[config.mk]
export PLATFORM = sky130hd
export DESIGN_NAME = vga_capture_flat
export DESIGN_NICKNAME = d
export VERILOG_FILES = /design/src/rtl/vga_capture_if.sv /design/src/rtl/vga_capture.sv /design/src/flat_wrapper.sv
export SDC_FILE = /design/constraint.sdc
export NUM_CORES = 1
export LEC_CHECK = 0
export BUFFER_PORTS_ARGS = -buffer_cell sky130_fd_sc_hd__buf_2
export CORE_MARGIN = 1
export CORE_UTILIZATION = 50
export DETAILED_ROUTE_END_ITERATION = 8
export PLACE_DENSITY = 0.73
export SYNTH_ARGS = -nofsm -noshare
export SYNTH_HDL_FRONTEND = slang
export SYNTH_SLANG_ARGS = --single-unit
[constraint.sdc]
create_clock -name clk_25 -period 2.6 [get_ports clk_25]
set_input_delay 0.26 -clock clk_25 [delete_from_list [all_inputs] [get_ports clk_25]]
set_output_delay 0.26 -clock clk_25 [all_outputs]
set_load 0.05 [all_outputs]
[src/rtl/vga_capture_if.sv]
// vga_capture_if
//   Framebuffer write bus produced by vga_capture.
//   wr_en   : one-cycle pixel write strobe
//   wr_x    : pixel column (10 bits)
//   wr_y    : pixel row (10 bits)
//   wr_data : pixel colour, 24 bits {r,g,b}, or 16 bits RGB565 when
//             VGA_CAP_RGB565_EN is defined
//   Modports: master (capture side, drives the bus), slave (memory side).
interface vga_capture_if;
`ifdef VGA_CAP_RGB565_EN
  localparam int DATA_W = 16;
`else
  localparam int DATA_W = 24;
`endif

  logic              wr_en;
  logic [9:0]        wr_x;
  logic [9:0]        wr_y;
  logic [DATA_W-1:0] wr_data;

  modport master (output wr_en, output wr_x, output wr_y, output wr_data);
  modport slave  (input  wr_en, input  wr_x, input  wr_y, input  wr_data);
endinterface

[src/rtl/vga_capture.sv]
// vga_capture
//   Pixel-clock VGA sink. Registers the incoming HSYNC/VSYNC/blank/RGB
//   stream, measures line length (clocks) and frame length (lines), locks
//   once LOCK_FRAMES consecutive frame measurements agree, and while locked
//   emits one framebuffer write per active pixel with recovered (x, y).
//
//   Build option: define VGA_CAP_RGB565_EN to pack wr_data as 16-bit RGB565
//   {r[7:3], g[7:2], b[7:3]}; otherwise wr_data is 24-bit {r, g, b}.
//
//   Ports
//     clk_25      in   pixel clock, rising edge
//     rst         in   synchronous reset, active-high
//     vga_hs      in   horizontal sync, active-low
//     vga_vs      in   vertical sync, active-low
//     vga_blank   in   high = active video pixel
//     vga_r/g/b   in   8-bit colour components
//     wr          mst  framebuffer write bus (wr_en, wr_x, wr_y, wr_data)
//     frame_done  out  one-cycle pulse per matching frame while locked
//     locked      out  timing locked
//     h_total     out  last measured line length in clocks
//     v_total     out  last measured frame length in lines
//     err         out  one-cycle pulse on lock loss
module vga_capture #(
  parameter int H_ACTIVE    = 640,
  parameter int V_ACTIVE    = 480,
  parameter int LOCK_FRAMES = 2
) (
  input  logic                clk_25,
  input  logic                rst,
  input  logic                vga_hs,
  input  logic                vga_vs,
  input  logic                vga_blank,
  input  logic [7:0]          vga_r,
  input  logic [7:0]          vga_g,
  input  logic [7:0]          vga_b,
  vga_capture_if.master       wr,
  output logic                frame_done,
  output logic                locked,
  output logic [9:0]          h_total,
  output logic [9:0]          v_total,
  output logic                err
);

`ifdef VGA_CAP_RGB565_EN
  localparam int DATA_W = 16;
`else
  localparam int DATA_W = 24;
`endif

  localparam logic [9:0] CNT_MAX = 10'd1023;

  typedef enum logic [1:0] {SEARCH, MEASURE, VERIFY, LOCKED} state_t;

  function automatic logic [9:0] sat_inc(input logic [9:0] v);
    return (v == CNT_MAX) ? CNT_MAX : v + 10'd1;
  endfunction

  // ---------------------------------------------------------------- input stage
  logic              hs_q_reg, hs_d_reg;
  logic              vs_q_reg, vs_d_reg;
  logic              blank_q_reg, blank_d_reg;
  logic [DATA_W-1:0] pix_q_reg;
  logic [DATA_W-1:0] pix_in;

  // Colour is packed on the way in so only the bits that reach the
  // framebuffer are stored.
`ifdef VGA_CAP_RGB565_EN
  assign pix_in = {vga_r[7:3], vga_g[7:2], vga_b[7:3]};
`else
  assign pix_in = {vga_r, vga_g, vga_b};
`endif

  logic hs_fall, vs_fall, blank_fall;
  assign hs_fall    = hs_d_reg & ~hs_q_reg;
  assign vs_fall    = vs_d_reg & ~vs_q_reg;
  assign blank_fall = blank_d_reg & ~blank_q_reg;

  // ------------------------------------------------------------ timing counters
  logic [9:0] hcnt_reg, hcnt_next;
  logic [9:0] vcnt_reg, vcnt_next;
  logic [9:0] line_len_reg, line_len_next;
  logic [9:0] h_total_reg, h_total_next;
  logic [9:0] v_total_reg, v_total_next;
  logic [9:0] h_meas, v_meas;
  logic       sat_hit;

  always_comb begin
    hcnt_next = hs_fall ? 10'd0 : sat_inc(hcnt_reg);
    // A line ending on this very cycle is the most recent one.
    h_meas    = hs_fall ? sat_inc(hcnt_reg) : line_len_reg;
    line_len_next = h_meas;
    // An hs_fall coinciding with vs_fall belongs to the frame that is ending.
    v_meas    = hs_fall ? sat_inc(vcnt_reg) : vcnt_reg;
    if (vs_fall) begin
      vcnt_next = 10'd0;
    end else if (hs_fall) begin
      vcnt_next = sat_inc(vcnt_reg);
    end else begin
      vcnt_next = vcnt_reg;
    end
    h_total_next = vs_fall ? h_meas : h_total_reg;
    v_total_next = vs_fall ? v_meas : v_total_reg;
  end

  // Level-sensitive: while either counter sits at its ceiling the input has
  // no usable timing, so the FSM is held in SEARCH.
  assign sat_hit = (hcnt_reg == CNT_MAX) || (vcnt_reg == CNT_MAX);

  // ------------------------------------------------------------------------ FSM
  state_t     state_reg, state_next;
  logic [9:0] ref_h_reg, ref_h_next;
  logic [9:0] ref_v_reg, ref_v_next;
  logic [3:0] match_cnt_reg, match_cnt_next;
  logic       locked_reg, locked_next;
  logic       frame_done_reg, frame_done_next;
  logic       err_reg, err_next;
  logic       meas_match;

  assign meas_match = (h_meas == ref_h_reg) && (v_meas == ref_v_reg);

  always_comb begin
    state_next      = state_reg;
    ref_h_next      = ref_h_reg;
    ref_v_next      = ref_v_reg;
    match_cnt_next  = match_cnt_reg;
    frame_done_next = 1'b0;
    err_next        = 1'b0;
    if (sat_hit) begin
      state_next     = SEARCH;
      match_cnt_next = 4'd0;
      err_next       = (state_reg == LOCKED);
    end else if (vs_fall) begin
      case (state_reg)
        SEARCH: begin
          // The frame that just ended began before we were watching.
          state_next = MEASURE;
        end
        MEASURE: begin
          ref_h_next     = h_meas;
          ref_v_next     = v_meas;
          match_cnt_next = 4'd1;
          state_next     = (LOCK_FRAMES <= 1) ? LOCKED : VERIFY;
        end
        VERIFY: begin
          if (meas_match) begin
            match_cnt_next = match_cnt_reg + 4'd1;
            if (match_cnt_reg + 4'd1 >= 4'(LOCK_FRAMES)) begin
              state_next = LOCKED;
            end
          end else begin
            ref_h_next     = h_meas;
            ref_v_next     = v_meas;
            match_cnt_next = 4'd1;
          end
        end
        LOCKED: begin
          if (meas_match) begin
            frame_done_next = 1'b1;
          end else begin
            ref_h_next     = h_meas;
            ref_v_next     = v_meas;
            match_cnt_next = 4'd1;
            state_next     = VERIFY;
            err_next       = 1'b1;
          end
        end
        default: state_next = SEARCH;
      endcase
    end
    locked_next = (state_next == LOCKED);
  end

  // ------------------------------------------------------- coordinates / write
  logic [9:0]        x_reg, x_next;
  logic [9:0]        y_reg, y_next;
  logic              wr_en_reg, wr_en_next;
  logic [9:0]        wr_x_reg, wr_x_next;
  logic [9:0]        wr_y_reg, wr_y_next;
  logic [DATA_W-1:0] wr_data_reg, wr_data_next;

  always_comb begin
    // x_reg holds the column of the pixel currently in the input register.
    x_next = blank_q_reg ? sat_inc(x_reg) : 10'd0;
    if (vs_fall) begin
      y_next = 10'd0;
    end else if (blank_fall) begin
      y_next = sat_inc(y_reg);
    end else begin
      y_next = y_reg;
    end
    wr_en_next   = locked_reg && blank_q_reg
                   && ({1'b0, x_reg} < 11'(H_ACTIVE))
                   && ({1'b0, y_reg} < 11'(V_ACTIVE));
    wr_x_next    = wr_en_next ? x_reg     : wr_x_reg;
    wr_y_next    = wr_en_next ? y_reg     : wr_y_reg;
    wr_data_next = wr_en_next ? pix_q_reg : wr_data_reg;
  end

  // ------------------------------------------------------------------ registers
  always_ff @(posedge clk_25) begin
    if (rst) begin
      // Syncs idle high, so their history starts high: no false edge.
      hs_q_reg       <= 1'b1;
      hs_d_reg       <= 1'b1;
      vs_q_reg       <= 1'b1;
      vs_d_reg       <= 1'b1;
      blank_q_reg    <= 1'b0;
      blank_d_reg    <= 1'b0;
      pix_q_reg      <= '0;
      hcnt_reg       <= 10'd0;
      vcnt_reg       <= 10'd0;
      line_len_reg   <= 10'd0;
      h_total_reg    <= 10'd0;
      v_total_reg    <= 10'd0;
      state_reg      <= SEARCH;
      ref_h_reg      <= 10'd0;
      ref_v_reg      <= 10'd0;
      match_cnt_reg  <= 4'd0;
      locked_reg     <= 1'b0;
      frame_done_reg <= 1'b0;
      err_reg        <= 1'b0;
      x_reg          <= 10'd0;
      y_reg          <= 10'd0;
      wr_en_reg      <= 1'b0;
      wr_x_reg       <= 10'd0;
      wr_y_reg       <= 10'd0;
      wr_data_reg    <= '0;
    end else begin
      hs_q_reg       <= vga_hs;
      hs_d_reg       <= hs_q_reg;
      vs_q_reg       <= vga_vs;
      vs_d_reg       <= vs_q_reg;
      blank_q_reg    <= vga_blank;
      blank_d_reg    <= blank_q_reg;
      pix_q_reg      <= pix_in;
      hcnt_reg       <= hcnt_next;
      vcnt_reg       <= vcnt_next;
      line_len_reg   <= line_len_next;
      h_total_reg    <= h_total_next;
      v_total_reg    <= v_total_next;
      state_reg      <= state_next;
      ref_h_reg      <= ref_h_next;
      ref_v_reg      <= ref_v_next;
      match_cnt_reg  <= match_cnt_next;
      locked_reg     <= locked_next;
      frame_done_reg <= frame_done_next;
      err_reg        <= err_next;
      x_reg          <= x_next;
      y_reg          <= y_next;
      wr_en_reg      <= wr_en_next;
      wr_x_reg       <= wr_x_next;
      wr_y_reg       <= wr_y_next;
      wr_data_reg    <= wr_data_next;
    end
  end

  assign wr.wr_en   = wr_en_reg;
  assign wr.wr_x    = wr_x_reg;
  assign wr.wr_y    = wr_y_reg;
  assign wr.wr_data = wr_data_reg;
  assign frame_done = frame_done_reg;
  assign locked     = locked_reg;
  assign h_total    = h_total_reg;
  assign v_total    = v_total_reg;
  assign err        = err_reg;

endmodule

[src/flat_wrapper.sv]
// flat-port wrapper written by rule: the top's interface ports become plain ports
module vga_capture_flat 
#(
  parameter int H_ACTIVE    = 640,
  parameter int V_ACTIVE    = 480,
  parameter int LOCK_FRAMES = 2
)
  (clk_25, rst, vga_hs, vga_vs, vga_blank, vga_r, vga_g, vga_b, frame_done, locked, h_total, v_total, err, wr_wr_en, wr_wr_x, wr_wr_y, wr_wr_data);
  vga_capture_if wr_i ();
  input  logic clk_25;
  input  logic rst;
  input  logic vga_hs;
  input  logic vga_vs;
  input  logic vga_blank;
  input  logic [7:0] vga_r;
  input  logic [7:0] vga_g;
  input  logic [7:0] vga_b;
  output logic frame_done;
  output logic locked;
  output logic [9:0] h_total;
  output logic [9:0] v_total;
  output logic err;
  output wire logic [$bits(wr_i.wr_en)-1:0] wr_wr_en;
  output wire logic [$bits(wr_i.wr_x)-1:0] wr_wr_x;
  output wire logic [$bits(wr_i.wr_y)-1:0] wr_wr_y;
  output wire logic [$bits(wr_i.wr_data)-1:0] wr_wr_data;
  assign wr_wr_en = wr_i.wr_en;
  assign wr_wr_x = wr_i.wr_x;
  assign wr_wr_y = wr_i.wr_y;
  assign wr_wr_data = wr_i.wr_data;
  vga_capture #(.H_ACTIVE(H_ACTIVE), .V_ACTIVE(V_ACTIVE), .LOCK_FRAMES(LOCK_FRAMES)) u_core (.clk_25(clk_25), .rst(rst), .vga_hs(vga_hs), .vga_vs(vga_vs), .vga_blank(vga_blank), .vga_r(vga_r), .vga_g(vga_g), .vga_b(vga_b), .wr(wr_i), .frame_done(frame_done), .locked(locked), .h_total(h_total), .v_total(v_total), .err(err));
endmodule
==> results of run 1 <==
[placed cells by master (no fill, tap or decap), drive strengths merged, types with 9 or more instances in the layout]
master,count
buf,213
dfxtp,174
nand2,145
a21oi,91
nor2,81
nor2b,41
o21ai,38
inv,27
nand3,26
nand4,18
clkbuf,18
mux2,17
and2,15
and3,13
a31oi,13
xor2,12
a211oi,11
ha,10
xnor2,10
mux2i,9
[synthesized netlist by cell type (3+ instances only)]
master and number:
a211oi_1 11, a21oi_1 91, a311oi_1 4, a31oi_1 12, a32oi_1 3, and2_1 15, and3_1 13, and4_1 5
buf_2 10, buf_4 3, clkbuf_1 34, dfxtp_1 174, ha_1 10, inv_1 18, mux2_1 8, mux2_2 3
mux2_4 6, mux2i_1 8, nand2_1 145, nand2b_1 7, nand3_1 23, nand3_2 3, nand3b_1 4, nand4_1 17
nor2_1 81, nor2b_1 41, nor3_1 6, nor3b_1 4, nor4_1 8, o2111ai_1 4, o21a_1 4, o21ai_0 34
o21ai_1 4, o221ai_1 3, o31ai_1 3, or2_2 5, or3_1 7, or4_1 3, xnor2_1 10, xor2_1 12
[layout make-up]
cell class / instances / area [um^2]
clock buffers: 18 / 439.2
well taps: 184 / 230.2
flip-flops and latches: 174 / 3500
clock inverters: 14 / 163.9
repair buffers: 215 / 1413
multi-input cells: 652 / 4131
fillers: 1214 / 4751
inverters: 19 / 71.32
[routing by layer]
metal	global-route usage (%)	vias up	routed length (um)
met5	0	-	0
met4	9.684	0	445
met3	6.590	42	1564
met2	42.92	291	9486
met1	36.38	3354	9408
li1	-	3497	-
[cell families after synthesis]
kind of cell    share of synthesized area, %
mux                                    4.163
fa+ha+maj                              1.646
compound gates                         16.37
flops                                  45.81
xor+xnor                               2.534
simple gates                           25.51
buf+inv                                3.966
[per-stage QoR]
| step | util, % | setup WS, ps | hold slack [ps] |
|---|---|---|---|
| 2_1_floorplan | - | -21.53 | 363.8 |
| 3_3_place_gp | 61.72 | -189.4 | 419.1 |
| 3_5_place_dp | 61.72 | -239.9 | 426.1 |
| 4_1_cts | 66.80 | -193.5 | 13.07 |
| 5_1_grt | 67.68 | -331.8 | 18.93 |
| 6_report | 67.68 | -257.5 | 27.45 |
[timing repair]
item	4_1_cts	5_1_grt
setup endpoints to repair	27	27
hold buffers	2	0
gates resized for setup	17	26
pin swaps	6	9
hold endpoints to repair	2	0
buffers inserted	6	4
[critical path: cells and delay by family, from the launching register on]
kind	cells	cell delay, ps
compound gates	4	990
buf+inv	3	510
flops	1	340
mux	2	490
simple gates	2	430
[worst max-delay path by stage]
| stage | startpoint | end | slack (ps) | depth (start not counted) |
|---|---|---|---|---|
| after global placement | u_core.hs_q_reg | u_core.err | -190 | 10 |
| after global routing | u_core.hs_q_reg | u_core.err | -330 | 11 |
| after CTS | u_core.hs_q_reg | u_core.ref_h_reg[0] | -190 | 10 |
| after floorplan | u_core.hs_q_reg | u_core.ref_h_reg[1] | -20 | 10 |
| after detailed placement | u_core.hcnt_reg[4] | u_core.ref_h_reg[0] | -240 | 11 |
| final | u_core.hs_q_reg | u_core.err | -260 | 11 |
[power breakdown]
group          switching [mW]  internal, mW  total (mW)
Sequential             0.0302          2.71        2.74
Combinational           0.245         0.174       0.419
Clock                    1.23          1.33        2.56
==> metrics.md, run 1 <==
| Metric | Value |
|---|---|
| Routability Congestion | slightly below 1 |
| Final Hold Fails | 0 |
| Sink Count | 174 |
| Post-DR wirelength/cell | 16.38 um |
| Routed WL | ~21 mm |
| Critical path capture point type | flop |
| DIE HEIGHT | 125.3 um |
| Seq/Total Area, Yosys | 45.81% |
| Initial antenna violation count | 0 |
| Share of layout cells above drive strength 1 | 29.76% |
| Clock Latency Late Sink | 440 ps |
| Diode count | 0 |
| RSZ-0062 raised after global routing | yes |
| Width of the die | 125.3 um |
| Area grow syn2layout | 30.84% |
| Outcome | finished, violations left |
| Sum Neg Setup Slack | -5571 ps |
| Vias in the first global route | 6,728 |
| Final setup fails | 27 |
| Minimum clock period | 2858 ps |
| Max incr delay on CP | 340 ps |
| Rows | 44 |
| CTS tree | done |
| Total gr overflow | 0 |
| Power per Cell Area | between 500 and 600 nW/um^2 |
| Post-DP HPWL | 14.99 mm |
| Synthesized net count | 935 |
| R2R cell count | 11 |
| Core Footprint | ~15,000 um^2 |
| # nets final | between 1,000 and 1,500 |
| Clk buf depth | 2 |
| Port Buffers | 96 |
| Vias | between 7,000 and 8,000 |
| Yosys reg bits | 174 |
| Setup slack, reg-to-reg | -260 ps |
| Crit path max fanout | 4 |
| Root buffer cell | clkbuf_16 |
| Worst Hold Launch | vga_b[3] |
| First-pass GRT wire length | around 34 mm |
| Yosys top cell area share | 45.81% |
| Max_cap viols | 0 |
| Pin count of the biggest net entering global routing | 72 |
| Ports | between 90 and 100 |
| CP cell instances | nand4b_1, buf_4, a311oi_2, mux2i_2, mux2_4, buf_6, a2111oi_4, buf_4, and2_4, a21oi_1, o311a_1 |
| H-tree Lvls | 4 |
| Area contributors post-synth | dfxtp_1 46%, nand2_1 7.2%, a21oi_1 6.0% |
| Drt pass-1 iters | 9 |
| Highest Clock Rate | 350.0 MHz |
| Worst Slack Setup Final | -257.5 ps |
| Rel. slew slack | 38.94% |
| Syn avg cell area | 8.486 um^2 |
| EDFF count, synth | 0 |
| Synth area leader | dfxtp_1 |
| Crit path arrival time | approximately 3200 ps |
| Iteration-0 DRC count of the detailed router | 574 |
| Worst IR Drop VDD | 0.5943 mV |
| Hold WC Path Type | in -> reg |
| Synth warnings | 0 |
| Vias per std cell | 5.630 |
| Worst clock skew | 11.89 ps |
| DP Cell Count | approximately 1,200 |
| CP startpoint kind | flop |
| GRT Util Overall | 27.23% |
| CP Class | reg -> reg |
| Crit-path most repeated cell | buf_4 |
| Synth Cell Area | 7604 um^2 |
| Clock slew at reported path FFs | 70 ps |
| Worst flop-to-flop path endpoint | u_core.err |
| Worst r2r src | u_core.hs_q_reg |
| Standby leakage power | slightly above 4 nW |
| Final instance area | 9948 um^2 |
| Post-route insts no fill | 1,276 |
| DRC viols | 5 |
| Design Power | 5.723 mW |
| Max Slew Vio Count | 0 |
| Asr flop ratio synth | 0% |
| Final worst path period share | 109.9% |
| Worst slew pin tran | 907.5 ps |
| Placed cell area | 9072 um^2 |
| Count of cell types in the netlist | 75 |
| Synth Flop Type | dfxtp_1 |
| Total CTS buffers | 17 |
| Failing checks | design-rule violations, negative setup slack |
| Die area | 15,700 um^2 |
| Slowest CP cell | dfxtp_2 |
| Critical Path RT | 2930 ps |
| Synth Instances | 896 |
| Post-route ant nets | 0 |
| Hold Path Stages | 2 |
| Initial Utilization | 51.73% |
| Worst hold path endpoint | u_core.pix_q_reg[3] |
(Power assumes the default switching activity.)
==> inputs of run 2 (changes only) <==
--- a/config.mk
+++ b/config.mk
@@ -5,11 +5,11 @@
 export SDC_FILE = /design/constraint.sdc
 export NUM_CORES = 1
 export LEC_CHECK = 0
-export BUFFER_PORTS_ARGS = -buffer_cell sky130_fd_sc_hd__buf_2
 export CORE_MARGIN = 1
 export CORE_UTILIZATION = 50
 export DETAILED_ROUTE_END_ITERATION = 8
-export PLACE_DENSITY = 0.73
+export DONT_BUFFER_PORTS = 1
+export PLACE_DENSITY = 0.68
 export SYNTH_ARGS = -nofsm -noshare
 export SYNTH_HDL_FRONTEND = slang
 export SYNTH_SLANG_ARGS = --single-unit
==> run 2 against run 1 <==
  * The flow still finishes with violations (design-rule violations, negative setup slack)
  * Combinational power is 9.8% lower
  * Global-route usage is 0.33 points lower
  * Routed wire length is 1.5% lower
  * Worst hold slack better by 5.0 ps
  * Power is 0.31% higher
  * Clock-buffer cell count stayed put
  * Clock skew is 3.1 ps lower
  * Design area is 2.7% lower
  * Largest power group unchanged
==> metrics.md, run 2 (synthesis results as in run 1) <==
| Metric | Value |
|---|---|
| Critical Path RT | 2920 ps (was 2930 ps) |
| Hold WC Path Type | in -> reg (unchanged) |
| Final instance area | 9684 um^2 (was 9948 um^2) |
| Combinational share of power | 6.6% (was 7.3%) |
| Pin count of the biggest net entering global routing | 100 (was 72) |
| Crit path max fanout | 9 (was 4) |
| RSZ-0062 raised after global routing | yes (unchanged) |
| Post-route ant nets | 0 (unchanged) |
| Initial Utilization | 51.73% (unchanged) |
| Core Footprint | 14,700 um^2 (unchanged) |
| Drt pass-1 iters | 8 (was 9) |
| Root buffer cell | clkbuf_16 (unchanged) |
| # nets final | 1,048 (was 1,118) |
| Post-DP HPWL | 14.50 mm (was 14.99 mm) |
| Routability Congestion | 0.9430 (was 0.9707) |
| Setup slack, reg-to-reg | -250 ps (was -260 ps) |
| Fillcell total | 1,192 (was 1,214) |
| Rel. slew slack | 56.10% (was 38.94%) |
| Die area | 15,700 um^2 (unchanged) |
| Share of total power in the clock network | 45.1% (was 44.8%) |
| Fin Hold WS | 32.50 ps (was 27.45 ps) |
| Clock Latency Late Sink | 440 ps (about the same) |
| Port Buffers | 0 (was 96) |
| Top Metal Used | met4 (unchanged) |
| Area grow syn2layout | 27.37% (was 30.84%) |
| Diode count | 0 (unchanged) |
| Most frequent cells in the layout | 166 x dfxtp_1, 144 x nand2_1, 113 x buf_4 (was 165 x dfxtp_1, 144 x nand2_1, 112 x buf_4) |
| Clk buf depth | 2 (unchanged) |
| Vias | 6,912 (was 7,184) |
| Clock slew at reported path FFs | 70 ps (about the same) |
| End of the critical path | u_core.ref_h_reg[0] (was u_core.err) |
| Worst IR Drop VDD | 0.5574 mV (was 0.5943 mV) |
| Standby leakage power | 3.647 nW (was 4.020 nW) |
| Most common cell after layout, fill and taps aside | dfxtp_1 (unchanged) |
| R2R cell count | 10 (was 11) |
| DRC viols | 4 (was 5) |
| Psw | 1.444 mW (was 1.509 mW) |
| Routed WL | 20.60 mm (was 20.91 mm) |
| Critical path capture point type | flop (unchanged) |
| Sink Count | 174 (unchanged) |
| Area of the multi-input gates | 4068 um^2 (was 4131 um^2) |
| GRT Util Overall | 26.90% (was 27.23%) |
| CP startpoint kind | flop (unchanged) |
| Worst r2r src | u_core.hs_q_reg (unchanged) |
| Total gr overflow | 0 (unchanged) |
| Sequential cell area | 3493 um^2 (was 3500 um^2) |
| Placed cell area | 8645 um^2 (was 9072 um^2) |
| Vias per std cell | 5.731 (was 5.630) |
| Sequential share of power | 48.3% (was 47.9%) |
| CP Class | reg -> reg (unchanged) |
| Max Slew Vio Count | 0 (unchanged) |
| Met1 wire length | 9.295 mm (was 9.408 mm) |
| Minimum clock period | 2854 ps (was 2858 ps) |
| CTS tree | done (unchanged) |
| Final worst path period share | 109.8% (was 109.9%) |
| Worst clock skew | 8.784 ps (was 11.89 ps) |
| Worst slew pin tran | 651.7 ps (was 907.5 ps) |
| Iteration-0 DRC count of the detailed router | 489 (was 574) |
| H-tree Lvls | 4 (unchanged) |
| Failing checks | design-rule violations, negative setup slack (unchanged) |
| Crit path arrival time | 3180 ps (about the same) |
| Final setup fails | 27 (unchanged) |
| Worst Slack Setup Final | -254.4 ps (was -257.5 ps) |
| Switching part of the total | 25.16% (was 26.37%) |
| Vias in the first global route | 6,615 (was 6,728) |
| First-pass GRT wire length | 33.62 mm (was 33.82 mm) |
| Final Hold Fails | 0 (unchanged) |
| Worst flop-to-flop path endpoint | u_core.ref_h_reg[0] (was u_core.err) |
| Critical path launch point | u_core.hs_q_reg (unchanged) |
| Ports | 97 (unchanged) |
| Post-DR wirelength/cell | 17.08 um (was 16.38 um) |
| Total CTS buffers | 17 (unchanged) |
| Width of the die | 125.3 um (unchanged) |
| Highest Clock Rate | 350.3 MHz (was 350.0 MHz) |
| Max_cap viols | 0 (unchanged) |
| Met3 routed WL | 1.142 mm (was 1.564 mm) |
| Share of layout cells above drive strength 1 | 21.53% (was 29.76%) |
| Rows | 44 (unchanged) |
| Initial antenna violation count | 0 (unchanged) |
| Power per Cell Area | 592.7 nW/um^2 (was 575.3 nW/um^2) |
| P_int | 4.296 mW (was 4.214 mW) |
| Routed length on met2 | 9.924 mm (was 9.486 mm) |
| Outcome | finished, violations left (unchanged) |
| DIE HEIGHT | 125.3 um (unchanged) |
run 2: worst min-delay path by stage:
stage	depth (start not counted)	from	end	slack, ps
finish	2	rst	u_core.match_cnt_reg[0]	30
global route	2	rst	u_core.match_cnt_reg[0]	10
CTS	2	rst	u_core.match_cnt_reg[0]	10
detailed placement	1	rst	u_core.h_total[0]	340
global placement	1	rst	u_core.wr.wr_data[6]	340
floorplan	1	vga_hs	u_core.hs_q_reg	360
run 2: metrics by stage:
| step | power [mW] | util [%] | worst slack, ps | TNS, ps | instances |
|---|---|---|---|---|---|
| 3_5_place_dp | 3.133 | 58.81 | -320.0 | -5937 | 1140 |
| 4_1_cts | 5.760 | 65.76 | -227.2 | -3206 | 1205 |
| 6_report | 5.740 | 65.88 | -254.4 | -4659 | 1206 |
| 5_1_grt | 5.946 | 65.88 | -389.6 | -8108 | 1206 |
| 3_3_place_gp | 3.124 | 58.81 | -350.8 | -5029 | 1140 |
| 2_1_floorplan | 3.035 | - | -21.53 | -172.2 | 896 |
run 2: metal layers:
| metal | global-route usage [%] | vias up |
|---|---|---|
| met5 | 0 | - |
| met4 | 7.030 | 0 |
| li1 | - | 3350 |
| met3 | 5.819 | 26 |
| met2 | 44.86 | 223 |
| met1 | 35.30 | 3313 |
run 2: cell type report:
cell class                 instances  area share [%]
multi-input combinational        652           42.00
sequential                       174           36.07
timing repair buffer             145           12.56
clock buffer                      18           4.535
tap                              184           2.377
clock inverter                    14           1.718
inverter                          19          0.7364
run 2: critical path: stages, from the launching register on:
cell and delay (ps):
dfxtp_2 330, nand4b_1 300, buf_4 230, a311oi_4 270, mux2i_2 130, mux2_2 330, nor3b_2 210, o2111ai_2 160
o21ai_2 240, buf_12 170, mux2_2 340
run 2: what timing repair did:
| item | in CTS | in global routing |
|---|---|---|
| endpoints found under the setup margin | 27 | 27 |
| buffers inserted | 4 | 1 |
| resized for setup | 24 | 1 |
| gates cloned | 0 | 0 |
| pin swaps | 2 | 1 |
| endpoints found under the hold margin | 99 | 0 |
| hold buffers | 29 | 0 |
run 2: power groups by stage:
stage          clock [mW]  combinational [mW]  sequential [mW]
6_report             2.59               0.378             2.77
3_3_place_gp            0               0.293             2.83
5_1_grt              2.76               0.410             2.78
2_1_floorplan           0               0.209             2.83
4_1_cts              2.61               0.373             2.77
3_5_place_dp            0               0.299             2.83
